$ cat config.mk
export PLATFORM = sky130hd
export DESIGN_NAME = shiftrows_pipe
export DESIGN_NICKNAME = d
export VERILOG_FILES = /design/src/rtl/shiftrows_pipe.sv
export SDC_FILE = /design/constraint.sdc
export NUM_CORES = 1
export LEC_CHECK = 0
export BUFFER_PORTS_ARGS = -buffer_cell sky130_fd_sc_hd__buf_2
export CAP_MARGIN = 25
export CORE_UTILIZATION = 30
export DETAILED_ROUTE_END_ITERATION = 16
export SYNTH_ARGS = -nofsm -noshare
export SYNTH_HDL_FRONTEND = slang
export SYNTH_SLANG_ARGS = --single-unit
$ cat constraint.sdc
create_clock -name clk -period 3.54 [get_ports clk]
set_input_delay 0.177 -clock clk [delete_from_list [all_inputs] [get_ports clk]]
set_output_delay 0.177 -clock clk [all_outputs]
set_load 0.01 [all_outputs]
$ cat src/rtl/shiftrows_pipe.sv
// rtl/shiftrows_pipe.sv - elastic AES ShiftRows/InvShiftRows stage with STAGES-deep valid/ready pipeline
// Optional output-transfer counter o_blk_cnt enabled by defining SHIFTROWS_PIPE_CNT_EN.
module shiftrows_pipe #(
  parameter int NB     = 4,
  parameter int WORD   = 8,
  parameter int STAGES = 1
) (
  input  logic                   clk,
  input  logic                   rst,
  input  logic                   i_valid,
  output logic                   i_ready,
  input  logic                   i_inv,
  input  logic [4*NB*WORD-1:0]   i_block,
  output logic                   o_valid,
  input  logic                   o_ready,
  output logic                   o_inv,
  output logic [4*NB*WORD-1:0]   o_block
`ifdef SHIFTROWS_PIPE_CNT_EN
  ,
  output logic [31:0]            o_blk_cnt
`endif
);

  localparam int NBYTES = 4 * NB;
  localparam int BW     = NBYTES * WORD;

  // Rijndael row offsets: only the 256-bit block widens the shift of rows 2 and 3.
  function automatic int row_shift(input int r);
    if (NB == 8 && r >= 2) return r + 1;
    return r;
  endfunction

  logic [BW-1:0] fwd_blk;
  logic [BW-1:0] inv_blk;

  for (genvar k = 0; k < NBYTES; k++) begin : g_map
    localparam int R  = k % 4;
    localparam int C  = k / 4;
    localparam int S  = row_shift(R);
    localparam int FK = ((C + S) % NB) * 4 + R;
    localparam int IK = ((C - S + NB) % NB) * 4 + R;
    assign fwd_blk[(NBYTES-k)*WORD-1 -: WORD] = i_block[(NBYTES-FK)*WORD-1 -: WORD];
    assign inv_blk[(NBYTES-k)*WORD-1 -: WORD] = i_block[(NBYTES-IK)*WORD-1 -: WORD];
  end

  logic [STAGES-1:0] v;
  logic [STAGES-1:0] inv;
  logic [BW-1:0]     data [STAGES];

  logic [STAGES-1:0] adv;
  logic [STAGES-1:0] v_in;
  logic [STAGES-1:0] inv_in;
  logic [BW-1:0]     data_in [STAGES];
  logic              stalled;

  // Stage n may load unless it and every stage after it are full while the output is stalled.
  always_comb begin
    stalled = 1'b0;
    for (int n = 0; n < STAGES; n++) begin
      stalled = !o_ready;
      for (int m = n; m < STAGES; m++) stalled = stalled & v[m];
      adv[n] = !stalled;
    end
  end

  always_comb begin
    v_in[0]    = i_valid;
    inv_in[0]  = i_inv;
    data_in[0] = i_inv ? inv_blk : fwd_blk;
    for (int n = 1; n < STAGES; n++) begin
      v_in[n]    = v[n-1];
      inv_in[n]  = inv[n-1];
      data_in[n] = data[n-1];
    end
  end

  // Payload only moves with a valid token, so idle input garbage never enters a stage.
  always_ff @(posedge clk or posedge rst) begin
    if (rst) begin
      v   <= '0;
      inv <= '0;
      for (int n = 0; n < STAGES; n++) data[n] <= '0;
    end else begin
      for (int n = 0; n < STAGES; n++) begin
        if (adv[n]) begin
          v[n] <= v_in[n];
          if (v_in[n]) begin
            inv[n]  <= inv_in[n];
            data[n] <= data_in[n];
          end
        end
      end
    end
  end

  assign i_ready = adv[0];
  assign o_valid = v[STAGES-1];
  assign o_inv   = inv[STAGES-1];
  assign o_block = data[STAGES-1];

`ifdef SHIFTROWS_PIPE_CNT_EN
  always_ff @(posedge clk or posedge rst) begin
    if (rst)                     o_blk_cnt <= '0;
    else if (o_valid && o_ready) o_blk_cnt <= o_blk_cnt + 32'd1;
  end
`endif

endmodule

==> results.py <==
metrics = {
    "yosys": {
        "seq_area_frac_synth_pct": 56.0,
        "syn_area_per_cell_sq_um": 13.4,
        "ys_warn_count": 0,
        "synthesis.nets": 567,
        "syn_inst": 434,
        "synth_cell_types": 16,
        "synthTopCellsByArea": "dfrtp_1 (56%), mux2_4 (13%), mux2i_1 (11%)",
        "post-synth-top-area-fraction_pct": 56.0,
        "synth.largest_area_cell": "dfrtp_1",
        "syn_area_sq_um": 5810,
        "synth_seq_cells": 130,
    },
    "pwr": {
        "switching_share_pct": 28.4,
        "pwr-share-seq_pct": 40.3,
        "p_leak_nw": 4.15,
        "p_clk_share_pct": 38.4,
        "p_int_w": 0.00325,
        "switching_power_w": 0.00129,
        "combPwrFrac_pct": 21.3,
        "ir_drop_mv": 0.253,
        "powerDensity_nw_per_um2": 533,
    },
    "timing": {
        "max_freq_mhz": 405,
        "final_max_slew_viol_count": 0,
        "finalHoldViolCount": 0,
        "fin_skew_ps": 4.92,
        "rsz0062_at_grt": "no",
        "maxSlewHeadroom_pct": 31.2,
        "setup_violations": 0,
        "finalSetupTns_ps": 0,
        "post-route-min-period_ps": 2470,
        "worst_slew_pin_slew_ps": 1030,
        "final.period_utilization_pct": 69.8,
    },
    "clocking": {
        "clock_path_buffers": 2,
        "cts_tree": "yes",
        "h-tree-depth": 4,
        "postCtsSetupBuffers": 0,
        "insertion_delay_ps": 410,
        "cts.sinks": 130,
        "cts-hold-fix-buffers": 59,
        "root_buffer": "clkbuf_16",
        "cts_repair_resize_count": 0,
        "cts_buffers": 17,
        "cts.reportedPaths.clkPinSlew_ps": 60,
    },
    "placed_design": {
        "dp.cells": 919,
        "gp_congestion": 0.716,
        "port_buffers": 263,
        "dp_hpwl_um": 10600,
    },
    "die": {
        "initial_core_util_pct": 30.8,
        "rows": 50,
        "die_h_um": 141,
        "io_pins": 264,
        "die_w_um": 141,
        "fp.dieArea_sq_um": 19900,
        "core_area_sq_um": 18800,
    },
    "grt": {
        "grt_pass1_wl_um": 25200,
        "grt_usage_pct": 16.3,
        "grt_pass1_vias": 4758,
        "grt_max_degree": 102,
        "grt_overflow": 0,
        "antenna_found_initial": 0,
    },
    "final_layout": {
        "drive_above_1_share_pct": 48.9,
        "layoutNonFillerInstCount": 1013,
        "mostFrequentLayoutCells": "buf_2 (261), dfrtp_1 (130), mux2i_1 (64), a21oi_1 (64), a31oi_1 (64)",
        "nFillCells": 1719,
        "areaGrowthSynthToFinish_pct": 46.6,
        "diodes": 0,
        "final_core_util_pct": 45.2,
        "final_common_cell": "buf_2",
        "fin_nets": 873,
    },
    "route": {
        "drt_iter0_drc": 198,
        "wl_um": 16300,
        "postRouteAntennaNets": 0,
        "wire_per_inst_um": 16.1,
        "firstDrtPassIters": 4,
        "vias": 4721,
        "drc": 0,
        "via_per_inst": 4.66,
    },
    "job": {
        "max-cap-violations": 0,
    },
    "critical_path": {
        "start_kind": "flip-flop",
        "cp.arrival_ps": 2290,
        "endpoint_kind": "output pin",
        "crit_type": "reg -> out",
        "cp.required_ps": 3360,
        "path_max_fanout": 101,
    },
    "worst_hold_path": {
        "hold_path_class": "in -> reg",
    },
    "run_status": {
        "status": "complete, no violations",
    },
}
-- path summary, 6_finish.rpt --
check / start / to / slack [ps] / cells past startpoint
worst max-delay path: o_valid / i_ready / 1070 / 3
worst min-delay path: i_block[92] / o_block[92] / 40 / 2
worst max register to register: o_valid / o_block[5] / 1490 / 4
worst min register to register: o_block[30] / o_block[30] / 500 / 1
max in group asynchronous: rst / o_block[16] / 2480 / 4
min in group asynchronous: rst / o_block[117] / 450 / 4
-- per-stage QoR --
step                      power [W]  cell area [sq um]  hold slack [ps]  worst slack, ps
final                       0.00453               8510             36.0             1070
after global routing        0.00477               8510             12.0              969
after CTS                   0.00459               8460            0.815             1110
after detailed placement    0.00276               7290              346             1560
after global placement      0.00275               7260              346             1400
after floorplan             0.00237               5810              326             1750
-- area by class of cell --
cell class                      count  area (sq um)  share of cell area (%)
Clock buffer                       18           429                    5.04
Clock inverter                     14           155                    1.82
Inverter                            1          7.51                  0.0882
Multi-Input combinational cell    260          2310                    27.2
Sequential cell                   130          3250                    38.2
Tap cell                          260           325                    3.82
Timing Repair Buffer              330          2030                    23.8
-- power by group through the flow --
| stage | Sequential [W] | Combinational (W) | Clock, W |
|---|---|---|---|
| after detailed placement | 0.00185 | 0.000916 | 0 |
| after CTS | 0.00183 | 0.000970 | 0.00179 |
| after floorplan | 0.00195 | 0.000421 | 0 |
| final | 0.00183 | 0.000967 | 0.00174 |
| after global routing | 0.00185 | 0.00105 | 0.00187 |
| after global placement | 0.00185 | 0.000898 | 0 |
-- synthesized netlist by cell type --
cell / number
a21oi_1: 64
inv_1: 1
nand2_1: 1
mux2_4: 50
buf_6: 1
buf_8: 5
dfrtp_1: 130
a31oi_1: 64
buf_2: 16
clkbuf_4: 1
clkbuf_1: 18
mux2_2: 15
buf_4: 1
nand2b_1: 2
buf_1: 1
mux2i_1: 64
-- metal layers --
metal  vias up  track usage (%)  part of all wire (%)
met3        20             4.99                   7.1
met4         0             5.26                   1.5
met1      2286             19.5                    43
met5         -                0                     0
li1       2236                -                     -
met2       179             27.8                    48
-- state kept, by name (all words and copies together) (netlist names) --
| signal | cells |
|---|---|
| o_block | 128 |
| o_inv | 1 |
| o_valid | 1 |
-- worst max-delay path, cell delays in order (launching register included) --
cell	delay [ps]
dfrtp_1	400
nand2b_4	290
buf_4	760
buf_2	280
-- logic make-up (layout without fill, tap and decap cells) --
| kind of cell | after synthesis | after routing | synth area share, % |
|---|---|---|---|
| DFF | 130 | 130 | 56.0 |
| muxes | 129 | 129 | 26.9 |
| AOI/OAI and AO/OA | 128 | 128 | 12.4 |
| buffers and inverters | 44 | 363 | 4.42 |
| and+or+nand+nor | 3 | 3 | 0.280 |
Power figures use the tool's default switching activity.
